$ cat config.mk
export PLATFORM = sky130hd
export DESIGN_NAME = fp_round_unit
export DESIGN_NICKNAME = d
export VERILOG_FILES = /design/src/rtl/fp_round_unit_pkg.sv /design/src/rtl/fp_round_decide.sv /design/src/rtl/fp_round_unit.sv
export SDC_FILE = /design/constraint.sdc
export NUM_CORES = 1
export LEC_CHECK = 0
export BUFFER_PORTS_ARGS = -buffer_cell sky130_fd_sc_hd__buf_2
export CAP_MARGIN = 20
export CORE_AREA = 2 2 170 139
export CTS_BUF_LIST = sky130_fd_sc_hd__clkbuf_4
export CTS_CLUSTER_SIZE = 40
export DETAILED_ROUTE_END_ITERATION = 6
export DIE_AREA = 0 0 172 141
export SKIP_LAST_GASP = 1
export SYNTH_ARGS = -nofsm -noshare
export SYNTH_HDL_FRONTEND = slang
export SYNTH_SLANG_ARGS = --single-unit
export TNS_END_PERCENT = 30
$ cat constraint.sdc
create_clock -name clk_i -period 8.4 [get_ports clk_i]
set_clock_uncertainty 0.15 [all_clocks]
set_input_delay 0.42 -clock clk_i [delete_from_list [all_inputs] [get_ports clk_i]]
set_output_delay 0.42 -clock clk_i [all_outputs]
set_load 0.01 [all_outputs]
$ cat src/rtl/fp_round_unit_pkg.sv
// Shared types and constants for the single-precision rounding stage.
// Also used by fp_round_decide so the add/div rounding paths can reuse it.
package fp_round_unit_pkg;

   localparam int unsigned FLOAT_W = 32;
   localparam int unsigned EXP_W   = 8;
   localparam int unsigned MANT_W  = 23;
   localparam int unsigned SIG_W   = MANT_W + 1;
   localparam int unsigned SUM_W   = SIG_W + 1;

   typedef struct packed {
      logic              sign;
      logic [EXP_W-1:0]  exponent;
      logic [MANT_W-1:0] mantissa;
   } float_t;

   typedef enum logic [2:0] {
      RNE = 3'b000,
      RTZ = 3'b001,
      RDN = 3'b010,
      RUP = 3'b011,
      RMM = 3'b100
   } rnd_mode_e;

   typedef enum logic {
      FREE = 1'b0,
      BUSY = 1'b1
   } fu_state_e;

   typedef enum logic [1:0] {
      IDLE      = 2'd0,
      ROUND     = 2'd1,
      NORMALIZE = 2'd2,
      DONE      = 2'd3
   } round_state_e;

   localparam logic [FLOAT_W-1:0] CANONICAL_NAN  = 32'h7FC00000;
   localparam logic [FLOAT_W-2:0] MAX_FINITE_MAG = 31'h7F7FFFFF;
   localparam logic [FLOAT_W-2:0] INF_MAG        = 31'h7F800000;

   function automatic logic rm_legal(input logic [2:0] rm);
      return rm <= 3'(RMM);
   endfunction

   // Saturated result when the magnitude exceeds the format, sign preserved.
   function automatic float_t overflow_result(input logic sign, input logic [2:0] rm);
      logic [FLOAT_W-2:0] mag;
      mag = INF_MAG;
      case (rnd_mode_e'(rm))
         RTZ:     mag = MAX_FINITE_MAG;
         RDN:     mag = sign ? INF_MAG : MAX_FINITE_MAG;
         RUP:     mag = sign ? MAX_FINITE_MAG : INF_MAG;
         default: mag = INF_MAG;
      endcase
      return float_t'({sign, mag});
   endfunction

endpackage

$ cat src/rtl/fp_round_decide.sv
// Rounding decision from sign, LSB and guard/round/sticky under a RISC-V
// rounding mode; purely combinational.
module fp_round_decide
   import fp_round_unit_pkg::*;
(
   input  logic       sign,
   input  logic       l,
   input  logic       g,
   input  logic       r,
   input  logic       s,
   input  logic [2:0] rm,
   output logic       increment,
   output logic       inexact
);

   always_comb begin
      inexact   = g | r | s;
      increment = 1'b0;
      case (rnd_mode_e'(rm))
         RNE:     increment = g & (r | s | l);
         RTZ:     increment = 1'b0;
         RDN:     increment = sign & inexact;
         RUP:     increment = ~sign & inexact;
         RMM:     increment = g;
         default: increment = 1'b0;
      endcase
   end

endmodule

$ cat src/rtl/fp_round_unit.sv
// Rounding stage after the FP multiplier: rounds, renormalises and resolves
// exceptions into the final single-precision result over three enabled cycles.
module fp_round_unit
   import fp_round_unit_pkg::*;
#(
   parameter int unsigned RESULT_W = FLOAT_W
) (
   input  logic                clk_i,
   input  logic                rst_i,
   input  logic                clk_en_i,
   input  logic                valid_i,
   output logic                ready_o,
   input  logic [RESULT_W-1:0] to_round_unit_i,
   input  logic [2:0]          grs_i,
   input  logic [2:0]          rounding_mode_i,
   input  logic                overflow_i,
   input  logic                underflow_i,
   input  logic                invalid_op_i,
   output logic [RESULT_W-1:0] result_o,
   output logic                valid_o,
   output fu_state_e           fu_state_o,
   output logic                overflow_o,
   output logic                underflow_o,
   output logic                inexact_o,
   output logic                invalid_op_o
);

   round_state_e     state, state_n;
   float_t           op;
   logic [2:0]       grs_q, rm_q;
   logic             ovf_q, unf_q, inv_q;
   logic [SUM_W-1:0] sum_q, sum_c;
   logic             inexact_q, inc_c, inexact_c;
   float_t           res_c;
   logic             ovf_c, unf_c, inx_c, inv_c;
   logic [EXP_W-1:0] exp_c;
   logic             accept_c;

   assign ready_o  = (state == IDLE) || (state == DONE);
   assign accept_c = valid_i & ready_o & clk_en_i;

   always_ff @(posedge clk_i or posedge rst_i) begin
      if (rst_i)         state <= IDLE;
      else if (clk_en_i) state <= state_n;
   end

   always_comb begin
      state_n = state;
      case (state)
         IDLE:      if (valid_i) state_n = ROUND;
         ROUND:     state_n = NORMALIZE;
         NORMALIZE: state_n = DONE;
         DONE:      state_n = valid_i ? ROUND : IDLE;
         default:   state_n = IDLE;
      endcase
   end

   always_ff @(posedge clk_i or posedge rst_i) begin
      if (rst_i) begin
         op    <= '0;
         grs_q <= '0;
         rm_q  <= '0;
         ovf_q <= 1'b0;
         unf_q <= 1'b0;
         inv_q <= 1'b0;
      end else if (accept_c) begin
         op    <= float_t'(to_round_unit_i);
         grs_q <= grs_i;
         rm_q  <= rounding_mode_i;
         ovf_q <= overflow_i;
         unf_q <= underflow_i;
         inv_q <= invalid_op_i;
      end
   end

   fp_round_decide u_decide (
      .sign      (op.sign),
      .l         (op.mantissa[0]),
      .g         (grs_q[2]),
      .r         (grs_q[1]),
      .s         (grs_q[0]),
      .rm        (rm_q),
      .increment (inc_c),
      .inexact   (inexact_c)
   );

   // 25-bit sum keeps the carry out of the hidden bit for renormalisation.
   assign sum_c = {1'b0, 1'b1, op.mantissa} + SUM_W'(inc_c);

   always_ff @(posedge clk_i or posedge rst_i) begin
      if (rst_i) begin
         sum_q     <= '0;
         inexact_q <= 1'b0;
      end else if (clk_en_i && (state == ROUND)) begin
         sum_q     <= sum_c;
         inexact_q <= inexact_c;
      end
   end

   // Exception priority: invalid/illegal rm, Inf/NaN input, overflow, underflow, rounding.
   always_comb begin
      res_c = op;
      ovf_c = 1'b0;
      unf_c = 1'b0;
      inx_c = 1'b0;
      inv_c = 1'b0;
      exp_c = op.exponent + EXP_W'(sum_q[SUM_W-1]);
      if (inv_q || !rm_legal(rm_q)) begin
         res_c = float_t'(CANONICAL_NAN);
         inv_c = 1'b1;
      end else if (op.exponent == '1) begin
         res_c = op;
      end else if (ovf_q) begin
         res_c = overflow_result(op.sign, rm_q);
         ovf_c = 1'b1;
         inx_c = 1'b1;
      end else if (unf_q) begin
         res_c      = '0;
         res_c.sign = op.sign;
         unf_c      = 1'b1;
         inx_c      = 1'b1;
      end else if (exp_c == '1) begin
         res_c = overflow_result(op.sign, rm_q);
         ovf_c = 1'b1;
         inx_c = 1'b1;
      end else begin
         res_c.exponent = exp_c;
         res_c.mantissa = sum_q[SUM_W-1] ? sum_q[MANT_W:1] : sum_q[MANT_W-1:0];
         inx_c          = inexact_q;
      end
   end

   always_ff @(posedge clk_i or posedge rst_i) begin
      if (rst_i) begin
         result_o     <= '0;
         valid_o      <= 1'b0;
         fu_state_o   <= FREE;
         overflow_o   <= 1'b0;
         underflow_o  <= 1'b0;
         inexact_o    <= 1'b0;
         invalid_op_o <= 1'b0;
      end else if (clk_en_i) begin
         valid_o    <= (state == NORMALIZE);
         fu_state_o <= ((state_n == IDLE) || (state_n == DONE)) ? FREE : BUSY;
         if (state == NORMALIZE) begin
            result_o     <= RESULT_W'(res_c);
            overflow_o   <= ovf_c;
            underflow_o  <= unf_c;
            inexact_o    <= inx_c;
            invalid_op_o <= inv_c;
         end
      end
   end

endmodule
==> results.md <==
- Nets: 715
- Clock Sinks: 107
- Met3 wire length: 710 µm
- Inserted Clock Buffers: 9
- Hold EP: grs_q[1]
- IR drop worst, VDD: 0.0001490 V
- Post-CTS Setup Repair Bufs: 0
- Highest Signal Layer: met4
- Pwr Density: 294.1 mW/mm²
- Syn_nets: 609
- Largest area contributor in the netlist: dfrtp_1
- Routed wire length on met2: 6618 µm
- Hold_sp: grs_i[1]
- Worst r2r dst: result_o[24]
- Setup TNS: 0 ns
- Max cap viols: 0
- Post-route cell area: 0.006878 mm²
- FP Rows: 50
- Longest Clk Path Bufs: 2
- Placed cell areas: 0.006262 mm²
- Mean Syn Cell Area: 10.00 µm²
- Syn Inst Count: 556
- Final setup violating endpoints: 0
- # resized after CTS: 0
- First-pass GRT wire length: 24120 µm
- Fmax: 0.2911 GHz
- Post-Route M1 WL: 7394 µm
- Final period util: 40.90%
- Detailed Routing Iterations Pass 1: 6
- P_leak: 3.125 nW
- Vias: 4487
- Root buf cell: clkbuf_4
- Crit path max fanout: 26
- Reg2Reg Depth: 8
- HP Class: in -> reg
- Crit path DAT: 3.67 ns
- Hold path depth: 2
- Routability-driven placement congestion ratio: 0.8128
- Ys flop type: dfrtp_1
- Area Overhead vs Synth: 23.67%
- Distinct cell type count after synthesis: 48
- Top cells by area, synth: dfrtp_1, mux2_2, nand2_1
- Top post-synthesis cells by count: dfrtp_1, nand2_1, o21ai_0
- Buffers on Ports: 83
- H-tree depth: 3
- Final ANT Viol Nets: 0
- Filler instances: 2408
- Initial antenna violation count: 1
- Die W: 172 µm
- Least-Margin Pin Slew: 0.8689 ns
- RSZ-0062 raised after global routing: no
- Most numerous cell in the Yosys netlist: dfrtp_1
- Die ar.: 0.02425 mm²
- Final hold vios: 0
- Chip height: 141 µm
- #FFs+latches synth: 107
- Yosys top cell area share: 48.14%
- All-layer global routing usage: 12.75%
- CTS clk-pin slew, worst paths: 0.15 ns
- Mapped Area: 0.005562 mm²
- Drt initial violations: 272
- Final min period: 3.436 ns
- Initial core utilization: 24.42%
- CTS tree: built
- CORE AREA: 0.02277 mm²
- Reg2reg setup slack: 4.96 ns
- Via/cell ratio: 4.579
- Cells after DPL: 920
- WL per Instance: 15.27 µm
- Hold WS: 0.06886 ns
- Grt total ovfl: 0
- Fraction of registers with async set/reset: 100.0%
- Sequential share of the synthesized area: 48.14%
- Status: finished, final reports clean
- Final non-filler cell total: 980
- CP Class: reg -> reg
- Worst-Skew Late Latency: 0.49 ns
- Vias in the first global route: 4384
- Routed WL: 14970 µm
- Post-synth EDFFs: 0
- CP endpoint kind: register
- Layout cell share with drive strength beyond 1: 23.84%
- DP Wirelength: 10290 µm
- DRC Markers: 0
- # IOs: 84
- Pins over their slew limit: 0
- Ys Warns: 0
- Largest net degree at the start of global routing: 81
- Worst setup SP type: register
- WP data required: 8.64 ns
- RR Startpoint: state[0]
- Slew headroom: 42.07%
## worst max-delay path, cell delays in order (launching register included)
cell	delay, ns
dfrtp_1	0.43
inv_1	0.12
ha_1	0.21
nand2_1	0.37
buf_8	0.31
a211o_1	0.62
nor2b_1	0.65
nand2_1	0.26
o22a_1	0.23
## logic make-up after synthesis
kind of cell	after synthesis	share of synthesized area [%]
xor+xnor	27	4.252
buf+inv	47	3.509
fa+ha+maj	8	1.800
flops	107	48.14
simple gates	193	15.57
mux	66	12.85
compound gates	108	13.88
## per-stage QoR
step | utilization, % | worst slack [ns] | power, mW
global placement | 27.50 | 4.847 | 1.702
CTS | 29.96 | 4.728 | 2.038
floorplan | - | 5.013 | 1.483
global route | 30.20 | 4.706 | 2.198
detailed placement | 27.50 | 4.749 | 1.720
finish | 30.20 | 4.964 | 2.023
## layout by cell type (no fill, tap or decap), types with 4 or more instances in the layout
cell,instances
dfrtp_1,107
nand2_1,83
buf_2,83
o21ai_0,54
mux2_2,43
dlygate4sd3_1,41
nor2_1,39
nand3_1,33
mux2i_1,23
xor2_1,20
o221a_1,20
nand4_1,13
clkbuf_4,11
inv_1,9
ha_1,8
xnor2_1,7
nor3_1,6
buf_4,6
o22a_1,5
a21oi_1,4
nor2b_1,4
## area by class of cell
type	instances	area (µm²)	share of cell area, %
multi-input cells	402	2694	39.17
diodes	1	2.502	0.03638
clock buffers	11	82.58	1.201
clock inverters	5	77.57	1.128
well taps	312	390.4	5.676
inverters	10	40.04	0.5821
flip-flops and latches	107	2678	38.93
repair buffers	132	913.4	13.28
## routing by layer
metal,GRT usage (%),vias up
met5,0,-
met1,17.75,2164
met4,3.848,0
met2,19.47,111
li1,-,2199
met3,3.257,13
## worst max path at each step
stage,endpoint,slack [ns],start
floorplan,fu_state_o,5.01,rst_i
global placement,result_o[30],4.85,state[0]
detailed placement,result_o[26],4.75,state[0]
CTS,result_o[26],4.73,state[0]
global route,result_o[24],4.71,state[0]
finish,result_o[24],4.96,state[0]
## power breakdown
group          internal [mW]  switching [mW]  total, mW
combinational          0.373           0.408      0.781
sequential             0.708           0.237      0.946
clock                  0.127           0.170      0.296
total                   1.21           0.815       2.02
## sequential cells by signal, summed over array words and instances, names as in the netlist
register      count
op               32
result_o         32
sum_q            25
grs_q             3
rm_q              3
state             2
fu_state_o        1
inexact_o         1
inexact_q         1
inv_q             1
invalid_op_o      1
overflow_o        1
ovf_q             1
underflow_o       1
unf_q             1
valid_o           1
## what timing repair did
action | CTS | global route
setup endpoints to repair | 0 | 0
hold buffers | 40 | 1
hold endpoints to repair | 66 | 1
Power figures use the tool's default switching activity.
